$ cat config.mk
export PLATFORM = sky130hd
export DESIGN_NAME = uart_word_loader
export DESIGN_NICKNAME = d
export VERILOG_FILES = /design/src/rtl/uart_word_loader.sv
export SDC_FILE = /design/constraint.sdc
export NUM_CORES = 1
export LEC_CHECK = 0
export BUFFER_PORTS_ARGS = -buffer_cell sky130_fd_sc_hd__buf_2
export CAP_MARGIN = 20
export CORE_MARGIN = 2
export CORE_UTILIZATION = 45
export CTS_CLUSTER_DIAMETER = 100
export DETAILED_ROUTE_END_ITERATION = 7
export GPL_TIMING_DRIVEN = 0
export HOLD_SLACK_MARGIN = 0.06
export SYNTH_ARGS = -nofsm -noshare
export SYNTH_HDL_FRONTEND = slang
export SYNTH_HIERARCHICAL = 1
export SYNTH_SLANG_ARGS = --single-unit
$ cat constraint.sdc
create_clock -name clk -period 2.7 [get_ports clk]
set_input_delay 0 -clock clk [delete_from_list [all_inputs] [get_ports clk]]
set_output_delay 0 -clock clk [all_outputs]
set_load 0.02 [all_outputs]
$ cat src/rtl/uart_word_loader.sv
// uart_word_loader -- UART boot loader feeding a word-wide memory write port.
//
// After reset it sends HELLO_BYTE, receives a 4-byte little-endian byte count,
// then assembles WORD_BYTES-byte little-endian words and writes them to
// consecutive addresses.
// It answers DONE_BYTE on success or NAK_BYTE on any error, then holds status
// until restart.
//
// Optional feature macro: LOADER_CHECKSUM_EN. It adds one trailing byte that
// must equal the XOR of all payload bytes.
//
// Ports:
//   clk        system clock
//   rstn_uart  asynchronous active-low reset
//   rxd / txd  UART lines
//   restart    pulse, restarts the loader from DONE or ERROR only
//   mem_we     one-cycle write strobe with mem_addr / mem_wdata
//   loading    high while a load session is in progress
//   done / err final status, held until restart
//   word_count words expected (header / WORD_BYTES)
//
// Minimal uart_tx / uart_rx implementations live at the bottom of this file
// so the block elaborates on its own.

module uart_word_loader #(
    parameter int          CLK_PER_HALF_BIT = 217,
    parameter int          WORD_BYTES       = 4,
    parameter int          ADDR_WIDTH       = 14,
    parameter logic [7:0]  HELLO_BYTE       = 8'h99,
    parameter logic [7:0]  DONE_BYTE        = 8'hAA,
    parameter logic [7:0]  NAK_BYTE         = 8'h55
) (
    input  logic                    clk,
    input  logic                    rstn_uart,
    input  logic                    rxd,
    output logic                    txd,
    input  logic                    restart,
    output logic                    mem_we,
    output logic [ADDR_WIDTH-1:0]   mem_addr,
    output logic [8*WORD_BYTES-1:0] mem_wdata,
    output logic                    loading,
    output logic                    done,
    output logic                    err,
    output logic [31:0]             word_count
);
    localparam int          DW        = 8 * WORD_BYTES;
    localparam int          IW        = (DW > 8) ? $clog2(DW) : 3;
    localparam logic [32:0] MAX_WORDS = 33'd1 << ADDR_WIDTH;

    typedef enum logic [3:0] {
        S_HELLO, S_RX_HDR, S_CHECK, S_RX_WORD, S_WRITE,
`ifdef LOADER_CHECKSUM_EN
        S_RX_SUM,
`endif
        S_RESULT, S_DONE, S_ERROR
    } state_t;

    state_t                  state_q;
    logic                    tx_phase_q;      // 0: request start, 1: wait for busy to drop
    logic                    tx_start_q;
    logic                    nak_q;
    logic                    rx_ready_prev_q;
    logic [2:0]              byte_cnt_q;
    logic [31:0]             header_q;
    logic [31:0]             word_count_q;
    logic [ADDR_WIDTH-1:0]   mem_addr_q;
    logic [DW-1:0]           mem_wdata_q;
    logic                    mem_we_q, loading_q, done_q, err_q;
`ifdef LOADER_CHECKSUM_EN
    logic [7:0]              sum_q;
`endif

    logic       tx_busy, rx_ready, ferr;
    logic [7:0] rx_data, tx_sdata;
    logic       byte_acc, hdr_rem_bad, last_word;
    logic [31:0] hdr_words;

    // A byte counts only on the rising edge of rx_ready, so a level held
    // for several cycles is taken once.
    assign byte_acc    = rx_ready & ~rx_ready_prev_q;
    assign hdr_words   = header_q / 32'(WORD_BYTES);
    assign hdr_rem_bad = (header_q % 32'(WORD_BYTES)) != 32'd0;
    assign last_word   = (32'(mem_addr_q) + 32'd1) == word_count_q;
    assign tx_sdata    = (state_q == S_HELLO) ? HELLO_BYTE : (nak_q ? NAK_BYTE : DONE_BYTE);

    always_ff @(posedge clk or negedge rstn_uart) begin
        if (!rstn_uart) begin
            state_q         <= S_HELLO;
            tx_phase_q      <= 1'b0;
            tx_start_q      <= 1'b0;
            nak_q           <= 1'b0;
            rx_ready_prev_q <= 1'b0;
            byte_cnt_q      <= 3'd0;
            header_q        <= 32'd0;
            word_count_q    <= 32'd0;
            mem_addr_q      <= '0;
            mem_wdata_q     <= '0;
            mem_we_q        <= 1'b0;
            loading_q       <= 1'b0;
            done_q          <= 1'b0;
            err_q           <= 1'b0;
`ifdef LOADER_CHECKSUM_EN
            sum_q           <= 8'd0;
`endif
        end else begin
            rx_ready_prev_q <= rx_ready;
            case (state_q)
                S_HELLO: begin
                    loading_q <= 1'b1;
                    if (!tx_phase_q) begin
                        tx_start_q <= ~tx_busy;
                        if (tx_busy) tx_phase_q <= 1'b1;
                    end else if (!tx_busy) begin
                        tx_phase_q <= 1'b0;
                        state_q    <= S_RX_HDR;
                        byte_cnt_q <= 3'd0;
                        header_q   <= 32'd0;
`ifdef LOADER_CHECKSUM_EN
                        sum_q      <= 8'd0;
`endif
                    end
                end
                S_RX_HDR: if (byte_acc) begin
                    if (ferr) begin
                        nak_q   <= 1'b1;
                        state_q <= S_RESULT;
                    end else begin
                        header_q[{byte_cnt_q[1:0], 3'b000} +: 8] <= rx_data;
                        if (byte_cnt_q == 3'd3) begin
                            byte_cnt_q <= 3'd0;
                            state_q    <= S_CHECK;
                        end else begin
                            byte_cnt_q <= byte_cnt_q + 3'd1;
                        end
                    end
                end
                S_CHECK: begin
                    word_count_q <= hdr_words;
                    if (hdr_rem_bad || ({1'b0, hdr_words} > MAX_WORDS)) begin
                        nak_q   <= 1'b1;
                        state_q <= S_RESULT;
                    end else if (hdr_words == 32'd0) begin
`ifdef LOADER_CHECKSUM_EN
                        state_q <= S_RX_SUM;
`else
                        state_q <= S_RESULT;
`endif
                    end else begin
                        byte_cnt_q <= 3'd0;
                        state_q    <= S_RX_WORD;
                    end
                end
                S_RX_WORD: if (byte_acc) begin
                    if (ferr) begin
                        nak_q   <= 1'b1;
                        state_q <= S_RESULT;
                    end else begin
                        mem_wdata_q[IW'({byte_cnt_q, 3'b000}) +: 8] <= rx_data;
`ifdef LOADER_CHECKSUM_EN
                        sum_q <= sum_q ^ rx_data;
`endif
                        if (byte_cnt_q == 3'(WORD_BYTES - 1)) begin
                            byte_cnt_q <= 3'd0;
                            mem_we_q   <= 1'b1;
                            state_q    <= S_WRITE;
                        end else begin
                            byte_cnt_q <= byte_cnt_q + 3'd1;
                        end
                    end
                end
                S_WRITE: begin
                    mem_we_q <= 1'b0;
                    // The address stays on the last written word once complete.
                    if (last_word) begin
`ifdef LOADER_CHECKSUM_EN
                        state_q <= S_RX_SUM;
`else
                        state_q <= S_RESULT;
`endif
                    end else begin
                        mem_addr_q <= mem_addr_q + 1'b1;
                        state_q    <= S_RX_WORD;
                    end
                end
`ifdef LOADER_CHECKSUM_EN
                S_RX_SUM: if (byte_acc) begin
                    nak_q   <= ferr | (rx_data != sum_q);
                    state_q <= S_RESULT;
                end
`endif
                S_RESULT: begin
                    if (!tx_phase_q) begin
                        tx_start_q <= ~tx_busy;
                        if (tx_busy) tx_phase_q <= 1'b1;
                    end else if (!tx_busy) begin
                        tx_phase_q <= 1'b0;
                        loading_q  <= 1'b0;
                        done_q     <= ~nak_q;
                        err_q      <= nak_q;
                        state_q    <= nak_q ? S_ERROR : S_DONE;
                    end
                end
                S_DONE, S_ERROR: if (restart) begin
                    state_q      <= S_HELLO;
                    done_q       <= 1'b0;
                    err_q        <= 1'b0;
                    nak_q        <= 1'b0;
                    mem_addr_q   <= '0;
                    byte_cnt_q   <= 3'd0;
                    header_q     <= 32'd0;
                    word_count_q <= 32'd0;
                end
                default: state_q <= S_HELLO;
            endcase
        end
    end

    assign mem_we     = mem_we_q;
    assign mem_addr   = mem_addr_q;
    assign mem_wdata  = mem_wdata_q;
    assign loading    = loading_q;
    assign done       = done_q;
    assign err        = err_q;
    assign word_count = word_count_q;

    uart_tx #(.CLK_PER_HALF_BIT(CLK_PER_HALF_BIT)) u_tx (
        .clk(clk), .rst_n(rstn_uart), .sdata(tx_sdata), .tx_start(tx_start_q),
        .tx_busy(tx_busy), .txd(txd)
    );

    uart_rx #(.CLK_PER_HALF_BIT(CLK_PER_HALF_BIT)) u_rx (
        .clk(clk), .rst_n(rstn_uart), .rxd(rxd), .rx_data(rx_data),
        .rx_ready(rx_ready), .ferr(ferr)
    );
endmodule

// 8N1 transmitter: a frame starts when tx_start is seen while idle.
module uart_tx #(
    parameter int CLK_PER_HALF_BIT = 217
) (
    input  logic       clk,
    input  logic       rst_n,
    input  logic [7:0] sdata,
    input  logic       tx_start,
    output logic       tx_busy,
    output logic       txd
);
    localparam int BIT = 2 * CLK_PER_HALF_BIT;
    localparam int CW  = $clog2(BIT) + 1;

    logic          busy_q;
    logic [9:0]    shift_q;
    logic [3:0]    bit_cnt_q;
    logic [CW-1:0] clk_cnt_q;

    always_ff @(posedge clk or negedge rst_n) begin
        if (!rst_n) begin
            busy_q    <= 1'b0;
            shift_q   <= 10'h3FF;
            bit_cnt_q <= 4'd0;
            clk_cnt_q <= '0;
        end else if (!busy_q) begin
            if (tx_start) begin
                busy_q    <= 1'b1;
                shift_q   <= {1'b1, sdata, 1'b0};
                bit_cnt_q <= 4'd0;
                clk_cnt_q <= '0;
            end
        end else if (clk_cnt_q != CW'(BIT - 1)) begin
            clk_cnt_q <= clk_cnt_q + 1'b1;
        end else begin
            clk_cnt_q <= '0;
            shift_q   <= {1'b1, shift_q[9:1]};
            if (bit_cnt_q == 4'd9) busy_q <= 1'b0;
            else bit_cnt_q <= bit_cnt_q + 4'd1;
        end
    end

    assign tx_busy = busy_q;
    assign txd     = busy_q ? shift_q[0] : 1'b1;
endmodule

// 8N1 receiver. rx_ready rises at the stop-bit sample and stays high until
// the next start bit; ferr reports a low stop bit for that byte.
module uart_rx #(
    parameter int CLK_PER_HALF_BIT = 217
) (
    input  logic       clk,
    input  logic       rst_n,
    input  logic       rxd,
    output logic [7:0] rx_data,
    output logic       rx_ready,
    output logic       ferr
);
    localparam int BIT = 2 * CLK_PER_HALF_BIT;
    localparam int CW  = $clog2(BIT) + 1;

    logic          sync1_q, sync2_q, prev_q, active_q;
    logic [CW-1:0] clk_cnt_q, target;
    logic [3:0]    bit_cnt_q;
    logic [7:0]    shift_q;

    // Start bit is sampled mid-bit, every later bit one full period on.
    assign target = (bit_cnt_q == 4'd0) ? CW'(CLK_PER_HALF_BIT - 1) : CW'(BIT - 1);

    always_ff @(posedge clk or negedge rst_n) begin
        if (!rst_n) begin
            sync1_q   <= 1'b1;
            sync2_q   <= 1'b1;
            prev_q    <= 1'b1;
            active_q  <= 1'b0;
            clk_cnt_q <= '0;
            bit_cnt_q <= 4'd0;
            shift_q   <= 8'd0;
            rx_data   <= 8'd0;
            rx_ready  <= 1'b0;
            ferr      <= 1'b0;
        end else begin
            sync1_q <= rxd;
            sync2_q <= sync1_q;
            prev_q  <= sync2_q;
            if (!active_q) begin
                // Falling edge only: a line stuck low after a bad stop bit
                // does not retrigger.
                if (prev_q && !sync2_q) begin
                    active_q  <= 1'b1;
                    clk_cnt_q <= '0;
                    bit_cnt_q <= 4'd0;
                    rx_ready  <= 1'b0;
                end
            end else if (clk_cnt_q != target) begin
                clk_cnt_q <= clk_cnt_q + 1'b1;
            end else begin
                clk_cnt_q <= '0;
                if (bit_cnt_q == 4'd0) begin
                    if (sync2_q) active_q <= 1'b0;
                    else bit_cnt_q <= 4'd1;
                end else if (bit_cnt_q != 4'd9) begin
                    shift_q   <= {sync2_q, shift_q[7:1]};
                    bit_cnt_q <= bit_cnt_q + 4'd1;
                end else begin
                    rx_data  <= shift_q;
                    ferr     <= ~sync2_q;
                    rx_ready <= 1'b1;
                    active_q <= 1'b0;
                end
            end
        end
    end
endmodule

## Yosys cells after proc, flatten, opt, wreduce, memory -nomap -nowiden

Cells that the tools add are included.

- Eq/ne operators: 39
- Reductions and logical operators: 37
- Shift operators: 2
- Order comparisons: 1
- Add/subtract/negate cells: 8
- Multiplexer cells: 94
- Bitwise logic cells: 10

Operator list:

| operator | number |
|---|---|
| 32-bit 2-to-1 mux | 5 |
| 32-bit case mux with 3 select lines | 1 |
| 10-bit 2-to-1 mux | 9 |
| 4-bit 2-to-1 mux | 21 |
| 32-bit bitwise mux | 2 |
| 32-bit case mux with 2 select lines | 1 |
| 2-bit != test, second input constant | 20 |
| 3-bit 2-to-1 mux | 11 |
| 15-bit by 32-bit == test with 1-bit output | 1 |
| 32-bit zero test | 1 |
| 32-bit nonzero test | 1 |
| 8-bit by 7-bit variable shift with 32-bit output, first input constant | 1 |
| 8-bit by 7-bit indexed part select with 32-bit output | 1 |
| 1-bit 2-to-1 mux | 31 |
| 30-bit by 15-bit > comparator with 1-bit output, second input constant | 1 |
| 14-bit 2-to-1 mux | 2 |
| 14-bit case mux with 2 select lines | 1 |
| 4-bit case mux with 7 select lines | 1 |
| 4-bit AND reduction | 6 |
| 10-bit by 1-bit adder with 10-bit output, second input constant | 2 |
| 4-bit by 3-bit == test with 1-bit output, second input constant | 4 |
| 8-bit 2-to-1 mux | 2 |
| 14-bit by 1-bit adder with 15-bit output, second input constant | 1 |
| 14-bit by 1-bit adder with 14-bit output, second input constant | 1 |
| 33 further kinds | 64 |

- Register bits: 186
- Word-level logic and storage cells: 219

## Depth between registers and ports, before layout

Gate-level depths: netlist of run 1.

- Depth after elaboration: 6
- Mapped depth: 11
- Mapped depth without buffers: 9

## Hierarchy

Netlist of run 1, hierarchy kept.

By module, submodules not included:

| module | cells each | instances | seq. area each (sq um) | area an instance (sq um) |
|---|---|---|---|---|
| uart_word_loader | 569 | 1 | 3052.9 | 5759.3 |
| uart_rx | 137 | 1 | 904.6 | 1654.1 |
| uart_tx | 137 | 1 | 611.8 | 1302.5 |

## Least setup slack after synthesis of run 1

No wires, ideal clock.

- Path kind: register -> register
- Start point: reg mem_addr_q[0] (netlist: mem_addr[0])
- End point: reg mem_addr_q[0] (netlist: mem_addr[0])
- Arrival time: 2.285 ns
- Clock period less this slack: 2.411 ns
- Setup slack: 0.289 ns
- Stages on the path, launching flop included: 10
- Path buffers: 0
- Setup time: 0.126 ns
- Path through: dfrtp_1 ha_1 and3_1 nand3_1 xnor2_1 nor4_1 nand4_2 o21bai_4 nor4_1 a311o_1

- Word-level cells in the longest chain between the ends: 4
- Elaborated cells between the ends (all ways): 7
- Classes of those cells: 2 x add/sub; 2 x eq/ne; 2 x mux; 1 x reduce/logical

RTL lines:

| item | line | source |
|---|---|---|
| start: declaration | 66 | `logic [ADDR_WIDTH-1:0] mem_addr_q;` |
| start signal: assignment | 181 | `mem_addr_q <= mem_addr_q + 1'b1;` |
| 14-bit by 1-bit adder with 15-bit output | 83 | `assign last_word = (32'(mem_addr_q) + 32'd1) == word_count_q;` |
| 15-bit by 32-bit == test with 1-bit output | 83 |  |
| 2-bit != test (no source line) | - |  |
| 3-bit AND reduction (no source line) | - |  |

Several ways; a longest one is shown, not always the timed one. The select of a mux whose other input is x is not followed.
A chain may end at the register's enable or synchronous reset.

## Worst setup path in the final report of run 1

- Start point: reg byte_cnt_q[0]
- End point: reg header_q[9]

- Word-level cells in the longest chain between the ends: 6
- Elaborated cells between the ends (all ways): 7
- Classes of those cells: 1 x add/sub; 2 x shift; 4 x mux

RTL lines:

| item | line | source |
|---|---|---|
| start: declaration | 63 | `logic [2:0] byte_cnt_q;` |
| start signal: assignment | 133 | `byte_cnt_q <= byte_cnt_q + 3'd1;` |
| start signal: assignment | 167 | `byte_cnt_q <= byte_cnt_q + 3'd1;` |
| 5-bit negator with 7-bit output (*) | 128 | `header_q[{byte_cnt_q[1:0], 3'b000} +: 8] <= rx_data;` |
| 8-bit by 7-bit indexed part select with 32-bit output / 8-bit by 7-bit variable shift with 32-bit output (equally long branches) | 128 |  |
| 32-bit bitwise mux (*) | 128 |  |
| 32-bit 2-to-1 mux (*) | 124 | `if (ferr) begin` |
| 32-bit 2-to-1 mux (*) | 123 | `S_RX_HDR: if (byte_acc) begin` |
| 32-bit case mux with 3 select lines (*) | 107 | `case (state_q)` |
| end signal: indexed assignment | 128 |  |
| end: declaration | 64 | `logic [31:0] header_q;` |

Every way passes the cells marked *; elsewhere a longest branch is shown, timed or not. The select of a mux whose other input is x is not followed.

==> results of run 1 <==
flip-flops by register name, indices dropped and copies added (netlist names), 3 cells and up:
| register | cells |
|---|---|
| u_tx/clk_cnt_q | 10 |
| header_q | 32 |
| u_rx/clk_cnt_q | 10 |
| mem_wdata | 32 |
| u_rx/shift_q | 8 |
| u_tx/bit_cnt_q | 4 |
| state_q | 3 |
| byte_cnt_q | 3 |
| mem_addr | 14 |
| word_count | 30 |
| u_tx/shift_q | 9 |
| u_rx/bit_cnt_q | 4 |
| u_rx/rx_data | 8 |
cell families (layout without fill, tap and decap cells):
group | after synthesis | count (layout) | share of synthesized area [%]
flops | 182 | 182 | 52.4
mux | 20 | 20 | 2.56
xor+xnor | 25 | 25 | 2.51
other cells | 1 | 2 | 0.0430
buf+inv | 70 | 193 | 3.63
simple gates | 293 | 293 | 17.5
compound gates | 239 | 239 | 19.5
fa+ha+maj | 13 | 13 | 1.87
power by group through the flow:
stage	sequential (W)	clock [W]	combinational, W
after global routing	0.00285	0.00274	0.000241
after global placement	0.00289	0	0.000196
after CTS	0.00284	0.00262	0.000211
after floorplan	0.00288	0	0.000125
final	0.00284	0.00257	0.000205
after detailed placement	0.00289	0	0.000210
path summary, 6_finish.rpt:
| path | slack [ns] | to | start | cells past startpoint |
|---|---|---|---|---|
| max | 0.17 | header_q[9]$_DFFE_PN0P_ | byte_cnt_q[0]$_DFFE_PN0P_ | 7 |
| min | 0.10 | mem_addr[8]$_DFFE_PN0P_ | rstn_uart | 2 |
| max reg2reg | 0.17 | header_q[9]$_DFFE_PN0P_ | byte_cnt_q[0]$_DFFE_PN0P_ | 7 |
| min reg2reg | 0.36 | u_rx/sync2_q$_DFF_PN1_ | u_rx/sync1_q$_DFF_PN1_ | 0 |
| max in group asynchronous | 1.66 | word_count[22]$_DFFE_PN0P_ | rstn_uart | 3 |
| min in group clk | 0.21 | u_rx/sync1_q$_DFF_PN1_ | rxd | 2 |
critical path, delay by kind of cell, from the launching register on:
| kind | cells | cell delay, ns |
|---|---|---|
| AND/OR/NAND/NOR | 3 | 1.16 |
| flip-flops | 1 | 0.49 |
| buffers and inverters | 2 | 0.35 |
| AO/OA/AOI/OAI | 1 | 0.23 |
| adder cells (fa/ha/maj) | 1 | 0.22 |
through the flow:
step / instances / hold slack (ns) / instance area (um2)
final: 1227 / 0.104 / 10300
after global routing: 1227 / 0.170 / 10300
after CTS: 1224 / 0.130 / 10200
after detailed placement: 1189 / -0.0157 / 9500
after global placement: 1188 / 0.106 / 9470
after floorplan: 844 / -0.296 / 8720
final cells by class:
type                    instances  share of cell area (%)
flip-flops and latches        182                    44.6
multi-input cells             592                    38.1
well taps                     260                    3.17
plain buffers                  45                    2.22
clock buffers                  17                    4.15
clock inverters                15                    1.84
repair buffers                 91                    4.98
inverters                      25                   0.915
placed cells by master, fill, tap and decap left out, types with 17 or more instances in the layout:
cell type,netlist,final
nor2_1,41,41
clkbuf_16,0,17
mux2_2,18,18
nand2_1,117,117
buf_2,7,90
nand3_1,26,26
o21ai_0,60,59
a21oi_1,27,27
inv_1,25,25
dfrtp_1,170,167
clkbuf_1,19,18
a22o_1,64,64
per-layer routing:
metal	vias to the layer above	wire length, um
li1	3339	-
met4	0	302
met1	3391	10500
met3	26	1070
met5	-	0
met2	176	9860
what timing repair did:
item | 4_1_cts | 5_1_grt
setup endpoints to repair | 20 | 31
hold endpoints to repair | 75 | 0
gates resized for setup | 4 | 15
setup buffers | 0 | 3
hold buffers | 3 | 0
pin swaps | 0 | 2
==> flow_summary.json, run 1 <==
{
  "arrival_ns": 2.90,
  "die_h_um": 143,
  "grt_use_total_pct": 22.2,
  "ant_nets": 0,
  "first_global_vias": 6480,
  "antenna_cells": 0,
  "syn2layout_area_growth_pct": 17.7,
  "layout.area.seq_um2": 4570,
  "top_usage_layer": "met2",
  "start_util_pct": 46.3,
  "clk_path_buf_depth": 2,
  "clock_skew_ns": 0.0130,
  "routedWlPerCell_um": 17.7,
  "grt_pass1_wl_um": 35400,
  "synth_area_um2": 8720,
  "sw_frac_of_total_pct": 24.0,
  "grtUsageMet2_pct": 33.7,
  "cts_tree": "built",
  "synth_area_leaders": "dfrtp_1 (49%), a22o_1 (6.4%), nand2_1 (5.0%), dfstp_2 (3.6%), o21ai_0 (3.4%)",
  "avgViaCountPerCell": 5.65,
  "seq_area_frac_synth_pct": 52.4,
  "grt_max_degree": 116,
  "port_buffers": 84,
  "max-cap-violations": 0,
  "final.setup.worst_slack_ns": 0.171,
  "dr.pass1.iters": 5,
  "routed_wl_um": 21700,
  "ys_async_sr_fraction_pct": 100,
  "fin_tns_setup_ns": 0,
  "cp-end-kind": "flop",
  "p_sw_w": 0.00135,
  "globalplace.congestion": 0.834,
  "dp_hpwl_um": 15100,
  "yosysTopAreaCell": "dfrtp_1",
  "drt_iter0_drc": 518,
  "slew_violations": 0,
  "overflow": 0,
  "yosysUniqueCellTypes": 79,
  "cp.required_ns": 3.07,
  "yosysMostFrequentCell": "dfrtp_1",
  "cpMaxStageDelayCell": "nor3_2",
  "slew_headroom_pct": 48.8,
  "drc_errors": 0,
  "cts_buffers": 17,
  "cp_cell_sequence": "inv_1, ha_1, clkbuf_1, nor3_2, nand2_1, nor2_1, a22o_1",
  "syn_avg_cell_area_um2": 10.3,
  "setup-violations-final": 0,
  "antenna_found_initial": 0,
  "dr_total_vias": 6932,
  "die_area_um2": 20500,
  "power_leakage_nw": 4.73,
  "sequentialPowerShare_pct": 50.6,
  "insertion_delay_ns": 0.43,
  "status": "finished clean",
  "postLayoutCoreUtil_pct": 54.5,
  "finalNetCount": 971,
  "fp.coreArea_um2": 18800,
  "worst_slew_pin_slew_ns": 0.762,
  "power_density_nw_per_um2": 548,
  "rsz0062_at_grt": "yes",
  "hold_violations": 0,
  "post-place-ws_ns": -0.0691,
  "ys_seq_elements": 182,
  "postSynthCellCount": 843,
  "internal_power_w": 0.00427,
  "synth_edf_count": 0,
  "p_comb_share_pct": 3.6,
  "crit_path_start_kind": "flop",
  "max-vdd-ir-drop_mv": 0.459,
  "slowest_delay_ns": 0.56,
  "synth_common_cells": "dfrtp_1 (170), nand2_1 (117), a22o_1 (64)",
  "clk_pin_slew_ns": 0.07,
  "synth_warnings": 6,
  "use_met1_pct": 32.6,
  "root_buffer": "clkbuf_16",
  "grt_use_met3_pct": 4.53,
  "cp_max_fo": 9,
  "cts-htree-levels": 4,
  "min_period_ns": 2.53,
  "criticalPathCategory": "flop to flop",
  "row_count": 50,
  "drive_gt1_share_pct": 21.9,
  "power.total_w": 0.00562,
  "multi_input_area_um2": 3910,
  "clock-sinks": 182,
  "synth_ff_type": "dfrtp_1",
  "nFillCells": 1696,
  "io_pins": 87,
  "p_clk_share_pct": 45.8,
  "fmax_mhz": 395,
  "yosysTopAreaCellShare_pct": 48.8,
  "die_w_um": 143,
  "timing.final.crit_share_pct": 93.7,
  "holdCritPathClass": "input port to asynchronous set/reset pin"
}
Power figures use the tool's default switching activity.
==> inputs of run 2 (changes only) <==
CORE_MARGIN = default   (was 2)
GPL_TIMING_DRIVEN = default   (was 0)
==> run 2 against run 1 <==
  * Sequential cell count unchanged
  * First-iteration DRC count decreased by 12%
  * Die area decreased by 2.8%
  * Critical endpoint is now mem_addr[7]$_DFFE_PN0P_
  * Largest cell class unchanged
==> flow_summary.json, run 2 (synthesis gave the netlist of run 1 again) <==
{
  "cts_buffers": 17,
  "cp.required_ns": 3.00,
  "slowest_delay_ns": 0.36,
  "nFillCells": 1711,
  "worst_slew_pin_slew_ns": 0.887,
  "first_global_vias": 6545,
  "finalNetCount": 960,
  "antenna_found_initial": 0,
  "dp_hpwl_um": 15100,
  "status": "finished clean",
  "hold_violations": 0,
  "final_cell_mix": "dfrtp_1 (169), nand2_1 (117), buf_2 (83)",
  "multi_input_area_um2": 3840,
  "grt_pass1_wl_um": 36100,
  "io_pins": 87,
  "port_buffers": 84,
  "holdCritPathClass": "input port to asynchronous set/reset pin",
  "cp-end-kind": "flop",
  "ant_nets": 0,
  "slew_violations": 0,
  "drive_gt1_share_pct": 22.6,
  "routed_wl_um": 21800,
  "die_h_um": 141,
  "crit_path_start_kind": "flop",
  "path_buf_inv": 2,
  "fin_tns_setup_ns": 0,
  "fp.coreArea_um2": 18800,
  "avgViaCountPerCell": 5.62,
  "clk_path_buf_depth": 2,
  "power_density_nw_per_um2": 535,
  "dr_total_vias": 6838,
  "crit_start": "mem_addr[0]$_DFFE_PN0P_",
  "cp_max_fo": 10,
  "die_area_um2": 19900,
  "start_util_pct": 46.3,
  "clock_skew_ns": 0.0129,
  "dr.pass1.iters": 5,
  "clk_pin_slew_ns": 0.07,
  "syn2layout_area_growth_pct": 16.7,
  "cpMaxStageDelayCell": "dfrtp_1",
  "antenna_cells": 0,
  "reg2reg_from": "mem_addr[0]$_DFFE_PN0P_",
  "power_leakage_nw": 4.75,
  "routedWlPerCell_um": 17.9,
  "grt_max_degree": 78,
  "root_buffer": "clkbuf_16",
  "power.total_w": 0.00544,
  "row_count": 50,
  "setup-violations-final": 0,
  "insertion_delay_ns": 0.43,
  "slew_headroom_pct": 40.4,
  "overflow": 0,
  "clock-sinks": 182,
  "crit_family": "compound AO/OA/AOI/OAI gates",
  "min_period_ns": 2.53,
  "cp_cell_sequence": "buf_4, and3_1, nand3_1, xor2_1, o221a_2, nand4_2, o21bai_4, buf_4, o311ai_0, o31ai_1",
  "max-vdd-ir-drop_mv": 0.437,
  "drt_iter0_drc": 455,
  "fmax_mhz": 396,
  "grt_use_total_pct": 23.5,
  "timing.final.crit_share_pct": 93.5,
  "globalplace.congestion": 0.840,
  "rsz0062_at_grt": "no",
  "cts_tree": "built",
  "cts-htree-levels": 4,
  "criticalPathCategory": "flop to flop",
  "arrival_ns": 2.82,
  "drc_errors": 0,
  "layout.area.seq_um2": 4570,
  "crit_top_cell": "buf_4",
  "max-cap-violations": 0,
  "layout_commonest_cell": "dfrtp_1",
  "die_w_um": 141
}
## run 2: cell types whose count changed in the layout (fill, tap and decap cells not counted), moves of 7 or more
cell / delta
clkbuf_1: -17
buf_4: +24
buf_2: -7
buf_1: -8
## run 2: worst paths after layout
check,endpoint,slack [ns],cells after the start
worst min-delay path,mem_addr[8]$_DFFE_PN0P_,0.07,2
worst max-delay path,mem_addr[7]$_DFFE_PN0P_,0.17,10
worst max register to register,mem_addr[7]$_DFFE_PN0P_,0.17,10
max in group asynchronous,u_tx/shift_q[4]$_DFFE_PN1P_,1.85,3
worst min register to register,u_rx/sync2_q$_DFF_PN1_,0.36,0
min in group clk,u_rx/sync1_q$_DFF_PN1_,0.21,2
## run 2: through the flow
stage / area [um2] / hold WS [ns] / utilization [%] / instances / setup WS [ns]
final: 10200 / 0.0662 / 54.0 / 1216 / 0.175
after global routing: 10200 / 0.0928 / 54.0 / 1216 / 0.0115
after CTS: 10200 / 0.0794 / 54.0 / 1216 / 0.115
after detailed placement: 9560 / -0.0297 / 50.8 / 1181 / 0.133
after global placement: 9560 / -0.0317 / 50.8 / 1181 / 0.188
after floorplan: 8720 / -0.296 / - / 844 / 0.289
## run 2: what timing repair did
action                                  4_1_cts  5_1_grt
resized for setup                             0        2
hold endpoints to repair                    174        0
endpoints found under the setup margin        0        6
hold buffers                                  3        0
setup buffers                                 0        0
## run 2: final cells by class
cell class / instances / area share [%]
flip-flops and latches: 182 / 45.0
multi-input cells: 592 / 37.8
repair buffers: 125 / 7.54
clock buffers: 18 / 4.22
well taps: 260 / 3.20
clock inverters: 14 / 1.39
inverters: 25 / 0.923
## run 2: worst reg2reg max path, delay by kind of cell (launching register included)
family | cells | cell delay [ns]
and+or+nand+nor | 3 | 0.66
xor gates and xnor gates | 1 | 0.19
DFF | 1 | 0.36
AOI/OAI and AO/OA | 4 | 0.84
buffers and inverters | 2 | 0.34
## run 2: per-layer routing
metal / GRT usage, % / routed length [um] / vias up
met2: 35.9 / 10200 / 167
li1: - / - / 3299
met3: 5.03 / 1050 / 10
met1: 33.9 / 10400 / 3362
met4: 5.61 / 156 / 0
met5: 0 / 0 / -
## run 2: power by group
part | internal (W) | switching, W
combinational | 0.0000837 | 0.000123
sequential | 0.00278 | 0.0000601
clock | 0.00122 | 0.00117
total | 0.00409 | 0.00135
